<file path="src/rtl/alu_share_arbiter.sv">
// rtl/alu_share_arbiter.sv - one ALU shared by NREQ requesters, registered tagged response
// Optional round-robin arbitration via ALU_SHARE_ARB_RR_EN; fixed lowest-index priority otherwise.
module alu_share_arbiter #(
    parameter int NREQ  = 2,
    parameter int ID_W  = 1,
    parameter int CNT_W = 16
) (
    input  logic                 clk,
    input  logic                 rst,
    input  logic [NREQ-1:0]      req_valid,
    output logic [NREQ-1:0]      req_ready,
    input  logic [3*NREQ-1:0]    req_op,
    input  logic [32*NREQ-1:0]   req_a,
    input  logic [32*NREQ-1:0]   req_b,
    input  logic                 stall,
    output logic                 resp_valid,
    output logic [ID_W-1:0]      resp_id,
    output logic [31:0]          resp_result,
    output logic                 resp_zero,
    output logic [CNT_W-1:0]     conflict_cnt
);

    logic [NREQ-1:0] grant;
    logic [ID_W-1:0] grant_id;
    logic            found;
    logic            xfer;
    logic            multi_req;
    int              scan_idx;
    int              sel;
    logic [2:0]      alu_op;
    logic [31:0]     alu_a;
    logic [31:0]     alu_b;
    logic [31:0]     alu_y;

`ifdef ALU_SHARE_ARB_RR_EN
    logic [ID_W-1:0] last_id;
`endif

    // Scan starts just after the last winner (round-robin) or at index 0 (fixed priority).
    always_comb begin
        grant    = '0;
        grant_id = '0;
        found    = 1'b0;
        scan_idx = 0;
        for (int k = 0; k < NREQ; k++) begin
`ifdef ALU_SHARE_ARB_RR_EN
            scan_idx = (int'(last_id) + k + 1) % NREQ;
`else
            scan_idx = k;
`endif
            if (!found && req_valid[scan_idx]) begin
                found           = 1'b1;
                grant[scan_idx] = 1'b1;
                grant_id        = ID_W'(scan_idx);
            end
        end
    end

    assign req_ready = (rst || stall) ? '0 : grant;
    assign xfer      = found && !stall && !rst;
    assign multi_req = $countones(req_valid) > 1;

    always_comb begin
        sel    = int'(grant_id);
        alu_op = req_op[3*sel +: 3];
        alu_a  = req_a[32*sel +: 32];
        alu_b  = req_b[32*sel +: 32];
        alu_y  = '0;
        case (alu_op)
            3'b000: alu_y = alu_a | alu_b;
            3'b001: alu_y = alu_a & alu_b;
            3'b010: alu_y = alu_a ^ alu_b;
            3'b011: alu_y = alu_a + alu_b;
            3'b100: alu_y = ~(alu_a | alu_b);
            3'b101: alu_y = ~(alu_a & alu_b);
            3'b110: alu_y = {31'd0, alu_a < alu_b};
            default: alu_y = alu_a - alu_b;
        endcase
    end

    always_ff @(posedge clk) begin
        if (rst) begin
            resp_valid   <= 1'b0;
            resp_id      <= '0;
            resp_result  <= '0;
            resp_zero    <= 1'b0;
            conflict_cnt <= '0;
`ifdef ALU_SHARE_ARB_RR_EN
            last_id      <= ID_W'(NREQ-1);
`endif
        end else begin
            resp_valid <= xfer;
            if (xfer) begin
                resp_id     <= grant_id;
                resp_result <= alu_y;
                resp_zero   <= (alu_y == 32'd0);
`ifdef ALU_SHARE_ARB_RR_EN
                last_id     <= grant_id;
`endif
            end
            if (!stall && multi_req && conflict_cnt != '1)
                conflict_cnt <= conflict_cnt + CNT_W'(1);
        end
    end

endmodule
</file>
<file path="config.mk">
export PLATFORM = sky130hd
export DESIGN_NAME = alu_share_arbiter
export DESIGN_NICKNAME = d
export VERILOG_FILES = /design/src/rtl/alu_share_arbiter.sv
export SDC_FILE = /design/constraint.sdc
export NUM_CORES = 1
export LEC_CHECK = 0
export ABC_AREA = 1
export ABC_CLOCK_PERIOD_IN_PS = 4200
export CORE_UTILIZATION = 35
export DETAILED_ROUTE_END_ITERATION = 12
export SLEW_MARGIN = 20
export SYNTH_ARGS = -nofsm -noshare
export SYNTH_HDL_FRONTEND = slang
export SYNTH_SLANG_ARGS = --single-unit
</file>
<file path="constraint.sdc">
create_clock -name clk -period 4.2 [get_ports clk]
set_input_delay 0.63 -clock clk [delete_from_list [all_inputs] [get_ports clk]]
set_output_delay 0.63 -clock clk [all_outputs]
set_load 0.01 [all_outputs]
</file>
Yosys cells after proc, flatten, opt, wreduce, memory -nomap -nowiden --
Cells that the tools add are included.
Operators by class: add/sub/neg operators 4, order comparisons 2, equal/unequal tests 7, shift-type cells 3, mux-type cells 5, bitwise operators 5, multiply operators 1, reductions and logical operators 11
Operator list (number):
- case mux 32 bit (7 select lines) | 1
- variable part select 64 x 7 -> 32 bit | 2
- NOT 32 bit | 2
- adder 32 bit | 1
- AND 32 bit | 1
- zero test 32 bit | 1
- less-than comparator 32 bit | 1
- OR 32 bit | 1
- subtractor 32 bit | 1
- bitwise XOR 32 bit | 1
- adder 16 x 1 -> 16 bit, second input constant | 1
- inequality test 16 bit, second input constant | 1
- == test 3 bit, second input constant | 3
- == test 3 x 2 -> 1 bit, second input constant | 2
- variable part select 6 x 4 -> 3 bit | 1
- logical AND 1 bit | 5
- == test 3 x 1 -> 1 bit, second input constant | 1
- zero test 1 bit | 3
- zero test 3 bit | 1
- multiplier 2 x 1 -> 3 bit, first input constant | 1
- 2-to-1 mux 1 bit | 3
- adder 1 x 1 -> 2 bit | 1
- > comparator 2 x 1 -> 1 bit, second input constant | 1
- 2-to-1 mux 2 bit | 1
- logical OR 1 bit | 1
Storage, ports and cells: bits of input ports 139, logic and storage cells 43, output and inout bits 53, bits in registers 51

Logic depth before layout (Yosys ltp) --
Gate-level depths: netlist of the first run.
depth in word-level cells 9, depth in mapped cells 29, mapped depth without buffers 26

Worst setup path before layout of the first run --
No wires, ideal clock.
path kind input-to-reg, start input req_valid[1], end register resp_zero, buffers on the path 5, slack 579 ps, data required time 4135 ps, cell stages on the path 26, library setup time 65 ps, arrival time 3556 ps, cells stage by stage buf_4 nand2_4 buf_6 clkbuf_1 clkbuf_1 nand2_1 o21ai_0 ha_1 buf_2 nor2_1 inv_1 nor2_1 nand2_1 clkinv_1 nand2_1 a21oi_1 nor2_1 nor2_1 nand2_1 nor2_1 nand2_1 nor2_1 nand3_1 nor2_1 nor2_1 nor2_1
Between the ends: cells in the longest elaborated chain, start to end 7, elaborated cells between the ends (all ways) 26, those cells by class 2 x add/sub; 1 x mul; 1 x order compare; 6 x eq/ne; 3 x shift; 3 x mux; 5 x bitwise; 5 x reduce/logical
Ends and longest elaborated chain:
- from (decl) | line 10 | input logic [NREQ-1:0] req_valid,
- logical AND 1 bit * | line 51 | if (!found && req_valid[scan_idx]) begin
- branches (longest 6 deep; another with subtractor 32 bit)
- to (signal assigned) | line 96 | resp_zero <= (alu_y == 32'd0);
- to (decl) | line 19 | output logic resp_zero,
Mark *: on every way between the ends. A chain may end at the register's enable or synchronous reset.

Worst setup path after layout of the first run --
Ends and elaborated chain as after synthesis.

==> results of run 1 <==
## cells in the final DEF (no fill, tap or decap), drive strengths merged
cell type	Yosys	layout
nand2	597	597
inv	400	400
buf	44	360
nor2	211	211
clkdlybuf4s50	0	191
nand3	161	161
o21ai	118	118
ha	104	104
a21oi	80	80
nand4	60	60
dfxtp	51	51
or2	24	24
o211ai	23	23
nor3	21	21
o21bai	20	20
o22ai	12	12
clkbuf	31	9
a31oi	4	4
xor2	4	4
clkinv	3	4
o21a	3	3
a211oi	3	3
nor4	3	3
mux2i	3	3
nor3b	3	3
o211a	2	2
o221ai	2	2
fa	2	2
a21boi	1	1
and2	1	1
o2111a	1	1
a21o	1	1
clkinvlp	0	1
## sequential cells by signal, indices dropped and copies added, names as in the netlist
signal and cells:
conflict_cnt 16, resp_id 1, resp_result 32, resp_valid 1, resp_zero 1
## repair_timing
item | 4_1_cts | 5_1_grt
pin swaps | 0 | 37
endpoints found under the setup margin | 1 | 11
resized for setup | 8 | 222
hold buffers | 0 | 0
setup buffers | 0 | 17
cloned | 0 | 3
## per-stage QoR
| step | hold slack, ns | cells |
|---|---|---|
| after floorplan | 0.491 | 1993 |
| after global placement | 0.469 | 2842 |
| after detailed placement | 0.479 | 2842 |
| after CTS | 0.492 | 2850 |
| after global routing | 0.530 | 2870 |
| final | 0.486 | 2870 |
## worst paths after layout
kind,from,to,slack (ns),cells past startpoint
worst max-delay path,req_valid[1],resp_zero,0.15,28
worst min-delay path,conflict_cnt[8],conflict_cnt[8],0.49,2
worst max register to register,conflict_cnt[0],conflict_cnt[15],1.98,13
worst min register to register,conflict_cnt[8],conflict_cnt[8],0.49,2
## cells by family after synthesis
| logic type | Yosys count |
|---|---|
| AO/OA/AOI/OAI | 270 |
| multiplexers | 3 |
| flip-flops | 51 |
| buffers and inverters | 478 |
| adder cells (fa/ha/maj) | 106 |
| AND/OR/NAND/NOR | 1081 |
| XOR/XNOR | 4 |
## metal layers
layer	wire length (um)	part of all wire [%]
met1	21700	43
met2	23900	47
met3	2530	5.0
met4	2890	5.7
met5	0	0
## worst min-delay path, delay by kind of cell, from the launching register on
kind / cells / cell delay (ns)
AO/OA/AOI/OAI: 1 / 0.05
buffers and inverters: 1 / 0.06
flip-flops: 1 / 0.34
## Yosys cell counts, drive strengths merged (4+ instances only)
library cell	number
a21oi	80
a31oi	4
buf	44
clkbuf	31
dfxtp	51
ha	104
inv	400
nand2	597
nand3	161
nand4	60
nor2	211
nor3	21
o211ai	23
o21ai	118
o21bai	20
o22ai	12
or2	24
xor2	4
## cell type report
type,instances,area [um^2]
clock buffers,6,139
clock inverters,2,16.3
fillers,3155,13300
inverters,403,1510
multi-input cells,1464,8380
flip-flops and latches,51,1020
well taps,390,488
repair buffers,554,4790
## where the power goes
group	switching (uW)	total [uW]	internal [uW]
combinational	1600	2850	1250
sequential	16.4	529	513
clock	199	438	239
total	1820	3820	2000
==> results by group, run 1 <==
STA
  • RSZ-0062 raised after global routing: yes
  • Relative slew slack: between 40% and 50%
  • Final Hold Violating Endpoints: 0
  • Count of pins over their slew limit: 0
  • F_max: 247 MHz
  • Fin crit period: 4.05 ns
  • Worst Tran Pin Value: 0.783 ns
  • Setup ws final: 0.149 ns
  • Endpoints failing setup: 0
  • Clock skew: between 0.002 and 0.003 ns
  • Period utilisation layout: between 90% and 100%
  • TNS Setup: 0 ns

Yosys
  • #FFs+latches synth: 51
  • Distinct cells, synth: 45
  • Syn Nets: 2238
  • Largest family of logic cells by synthesized area: simple AND/OR/NAND/NOR gates
  • Synthesized-area fraction occupied by adder cells: about 13%
  • Xor/xnor share of the synthesized area: 0.332%
  • Synth Cell Area: between 10000 and 15000 um^2
  • Area contributors post-synth: nand2_1 (21%), inv_1 (14%), ha_1 (12%), dfxtp_1 (9.7%), nand3_1 (7.4%)
  • Synth Flop Type: dfxtp_1
  • Average size of a mapped cell: ~5.3 um^2
  • Post-synthesis simple-gate area fraction: 44.2%
  • Seq/Total Area, Yosys: ~9.7%
  • Post-synth EDFFs: 0
  • Area leader, netlist: nand2_1
  • Compound-Gate Fraction of Synth Area: between 10 and 15%
  • Multiplexer area fraction after synthesis: 0.284%
  • Ys Warns: 0
  • Ys async rst share: 0%
  • Synthesized instance count: 1993
  • Synth top area share: roughly a fifth

CTS
  • Worst-path clk slew: 0.07 ns
  • H-tree levels: 2
  • CTS root buf: clkbuf_16
  • Cts bufs inserted: 5
  • CTS tree: done
  • Max Buffers Root-to-Sink: 2
  • Clock Latency Late Sink: 0.30 ns
  • Clk sink count: 51

Route
  • Residual DRC: 0
  • Wire per inst: ~18 um
  • Initial DRC count: about 1100
  • DR pass1 iterations: 7
  • Wirelength, routed: 51100 um
  • Post-DRT Antenna Nets: 0
  • Via count: approximately 14000
  • Vias/cell: 4.97

Critical path
  • WS Path Type: input pin to register
  • Startpoint Class: input pin
  • Slowest CP cell: clkdlybuf4s50_1
  • Req. time, crit path: 4.44 ns
  • Crit-path max cell delay: 0.47 ns
  • Cell class contributing the biggest share of worst-path delay: simple AND/OR/NAND/NOR gates
  • Crit path DAT: 4.30 ns
  • Worst path bufs/invs: 8
  • CP Max Fanout: 9
  • CP endpoint kind: register

Global route
  • Largest net degree at the start of global routing: 41
  • Global Route met3 Usage: 3.31%
  • Initial antenna violation count: 0
  • GRT overflow: 0
  • Met2 GRT Util: a little under three fifths
  • Vias in the first global route: 13571
  • GRT busiest layer: met2
  • GR Layer Usage met1: between 30% and 40%
  • Total track usage: a little under a third
  • First-pass GRT wire length: 75100 um

Run status
  • Status: complete, no violations

Final layout
  • Area growth syn-to-layout: 54.7%
  • Final core utilization: 55.2%
  • ANT cells: 0
  • Post-route cell area: 16300 um^2
  • NumNets Final: 2724
  • Layout cells sized above 1: 23.8%

Die
  • FP Rows: 63
  • Initial Util: 35.7%
  • I/O pin count: 192
  • Core region area: a little under 30000 um^2
  • Total die area: 30900 um^2
  • Die height: between 150 and 200 um
  • DIE WIDTH: 176 um

Job
  • Max_cap viols: 0

Min path
  • Hold/Removal Path Class: register to register

Placed design
  • Post-DP HPWL: 42100 um
  • Place WS: -0.397 ns
  • RePlAce Congestion: 1.02
  • Port buffer count: around 190
  • Placed Area: 15200 um^2

Pwr
  • Peak supply drop: roughly 170 uV
  • PD cells: 234 nW/um^2
  • Total power: approximately 3800 uW
  • LEAKAGE: ~0.0087 uW
No activity file was read; power rests on OpenSTA's default activity.
==> run 2: changes to the inputs <==
--- a/config.mk
+++ b/config.mk
@@ -7,8 +7,9 @@
 export LEC_CHECK = 0
 export ABC_AREA = 1
 export ABC_CLOCK_PERIOD_IN_PS = 4200
-export CORE_UTILIZATION = 35
+export CORE_UTILIZATION = 40
 export DETAILED_ROUTE_END_ITERATION = 12
+export REMOVE_ABC_BUFFERS = 1
 export SLEW_MARGIN = 20
 export SYNTH_ARGS = -nofsm -noshare
 export SYNTH_HDL_FRONTEND = slang
==> run 2 against run 1 <==
Compared with the run above:
- critical path depth shrank 3
- via count shrank 2.1%
- sequential share of layout area grew 0.60 points
- utilization grew 2.3 points
- maximum frequency grew 8.0%
- clock skew grew 0.0080 ns
- global-route usage grew 2.5 points
- sequential power is essentially flat
- register-to-register slack lost 0.04 ns
- cell count shrank 5.1%
- non-clock buffer count shrank 91
- critical endpoint unchanged
==> results by group, run 2 (synthesis results as in run 1) <==
Run status
  • Status: complete, no violations

STA
  • RSZ-0062 raised after global routing: no
  • Clock skew: 0.0105 ns
  • Final Hold Violating Endpoints: 0
  • Relative slew slack: 33.9%
  • Worst Tran Pin Value: 0.990 ns
  • Count of pins over their slew limit: 0
  • Setup ws final: 0.448 ns
  • Hold WS: 0.491 ns
  • Fin crit period: 3.75 ns
  • TNS Setup: 0 ns
  • Period utilisation layout: roughly 89%
  • F_max: roughly 270 MHz
  • Endpoints failing setup: 0

CTS
  • CTS tree: done
  • Clock Latency Late Sink: 0.30 ns
  • Worst-path clk slew: 0.07 ns
  • Cts bufs inserted: 5
  • H-tree levels: 2
  • CTS Hold Bufs: 0
  • Clk sink count: 51
  • CTS root buf: clkbuf_16
  • Max Buffers Root-to-Sink: 2

Die
  • I/O pin count: between 150 and 200
  • Die height: about 160 um
  • Initial Util: around two fifths
  • Total die area: 27100 um^2
  • DIE WIDTH: 165 um
  • FP Rows: ~60
  • Core region area: 26000 um^2

Pwr
  • LEAKAGE: 0.00814 uW
  • Comb pwr share: 72.2%
  • Register share of total power: between 10% and 20%
  • NetSw: 1660 uW
  • Total power: 3440 uW
  • PD cells: 230 nW/um^2
  • Clk pwr share: 12.4%
  • Peak supply drop: a little over 200 uV
  • Switching share of power: between 40% and 50%
  • Cell Int Power: 1780 uW

Final layout
  • Max reg flops: 32
  • Biggest register: resp_result
  • Largest regs: resp_result: 32 flops, conflict_cnt: 16 flops
  • ANT cells: 0
  • NumNets Final: 2633
  • Final core utilization: 57.4%
  • Area growth syn-to-layout: 41.2%
  • Fillers: 2698
  • Most frequent cells in the layout: nand2_1 (582), inv_1 (392), buf_4 (265), nor2_1 (190), clkdlybuf4s50_1 (189)
  • Register area: 1020 um^2
  • Most common cell after layout, fill and taps aside: nand2_1
  • Multi-input logic area: 7760 um^2
  • Layout cells sized above 1: 15.7%

Min path
  • Hold/Removal Path Class: register to register
  • Hold Crit Depth: 2

Job
  • Max_cap viols: 0

Global route
  • GR Layer Usage met1: 42.7%
  • Global Route met3 Usage: 2.61%
  • Largest net degree at the start of global routing: 49
  • Initial antenna violation count: 0
  • Met2 GRT Util: 60.9%
  • GRT overflow: 0
  • Total track usage: 34.3%
  • Vias in the first global route: 12890
  • GRT busiest layer: met2
  • First-pass GRT wire length: 70500 um

Critical path
  • Crit-path max cell delay: 0.39 ns
  • CP most frequent cell: nor2_1
  • Crit path DAT: 3.98 ns
  • Startpoint Class: input pin
  • Req. time, crit path: 4.43 ns
  • Slowest CP cell: ha_1
  • CP Max Fanout: 8
  • Critical path depth: 25
  • Worst path bufs/invs: 6
  • Reg2Reg Depth: 13
  • WS Path Type: input pin to register
  • CP endpoint kind: register
  • Cell class contributing the biggest share of worst-path delay: simple AND/OR/NAND/NOR gates

Route
  • DR pass1 iterations: 5
  • Wire per inst: 17.6 um
  • Wirelength, routed: 48000 um
  • Residual DRC: 0
  • Post-DRT Antenna Nets: 0
  • Via count: about 14000
  • Initial DRC count: 1037
  • Vias/cell: 5.12

Placed design
  • RePlAce Congestion: 0.997
  • Place WS: -0.194 ns
  • Post-DP HPWL: 40000 um
  • Port buffer count: approximately 190
[run 2: cell count changes in the layout (fill, tap and decap cells not counted), sizes merged]
cell | previous run | this run
clkdlybuf4s50 | 191 | 189
clkbuf | 9 | 7
clkinv | 4 | 3
dlymetal6s2s | 0 | 2
inv | 400 | 401
clkinvlp | 1 | 2
buf | 360 | 270
[run 2: worst paths after layout]
check	startpoint	slack, ns	to
worst max-delay path	req_valid[1]	0.45	resp_zero
worst min-delay path	resp_id	0.49	resp_id
worst max register to register	conflict_cnt[0]	1.94	conflict_cnt[15]
worst min register to register	resp_id	0.49	resp_id
[run 2: area by class of cell]
type	count	share of cell area [%]
clock buffers	5	0.838
inverters	403	10.1
flip-flops and latches	51	6.84
multi-input cells	1464	52.0
clock inverters	3	0.159
well taps	335	2.81
repair buffers	463	27.2
[run 2: what timing repair did]
action,in CTS,in global routing
gates resized for setup,0,62
buffers inserted,0,3
setup endpoints to repair,0,8
[run 2: power by group through the flow]
stage	sequential, uW	clock [uW]	combinational (uW)
detailed placement	540	0	2380
global route	533	445	2700
global placement	539	0	2370
floorplan	552	0	1170
CTS	529	427	2400
finish	529	427	2480
[run 2: worst register-to-register path, stage by stage, from the launching register on]
cell and delay, ns:
dfxtp_1 0.36, ha_1 0.26, nand4_1 0.14, nor2_1 0.06, nand2_1 0.10, a21boi_2 0.15, nor3_2 0.17, nand2_1 0.14
nor3b_2 0.29, nand3_1 0.16, inv_2 0.09, nand2_1 0.07, o21ai_1 0.11, nor2_1 0.05
[run 2: per-layer routing]
metal	wire length (um)	part of all wire, %
met5	0	0
met4	2100	4.4
met3	2700	5.6
met2	22700	47
met1	20500	43
[run 2: per-stage QoR]
stage,instance area [um^2],cells
4_1_cts,14700,2719
3_3_place_gp,14500,2711
3_5_place_dp,14500,2711
6_report,14900,2724
5_1_grt,14900,2724
2_1_floorplan,10100,1918
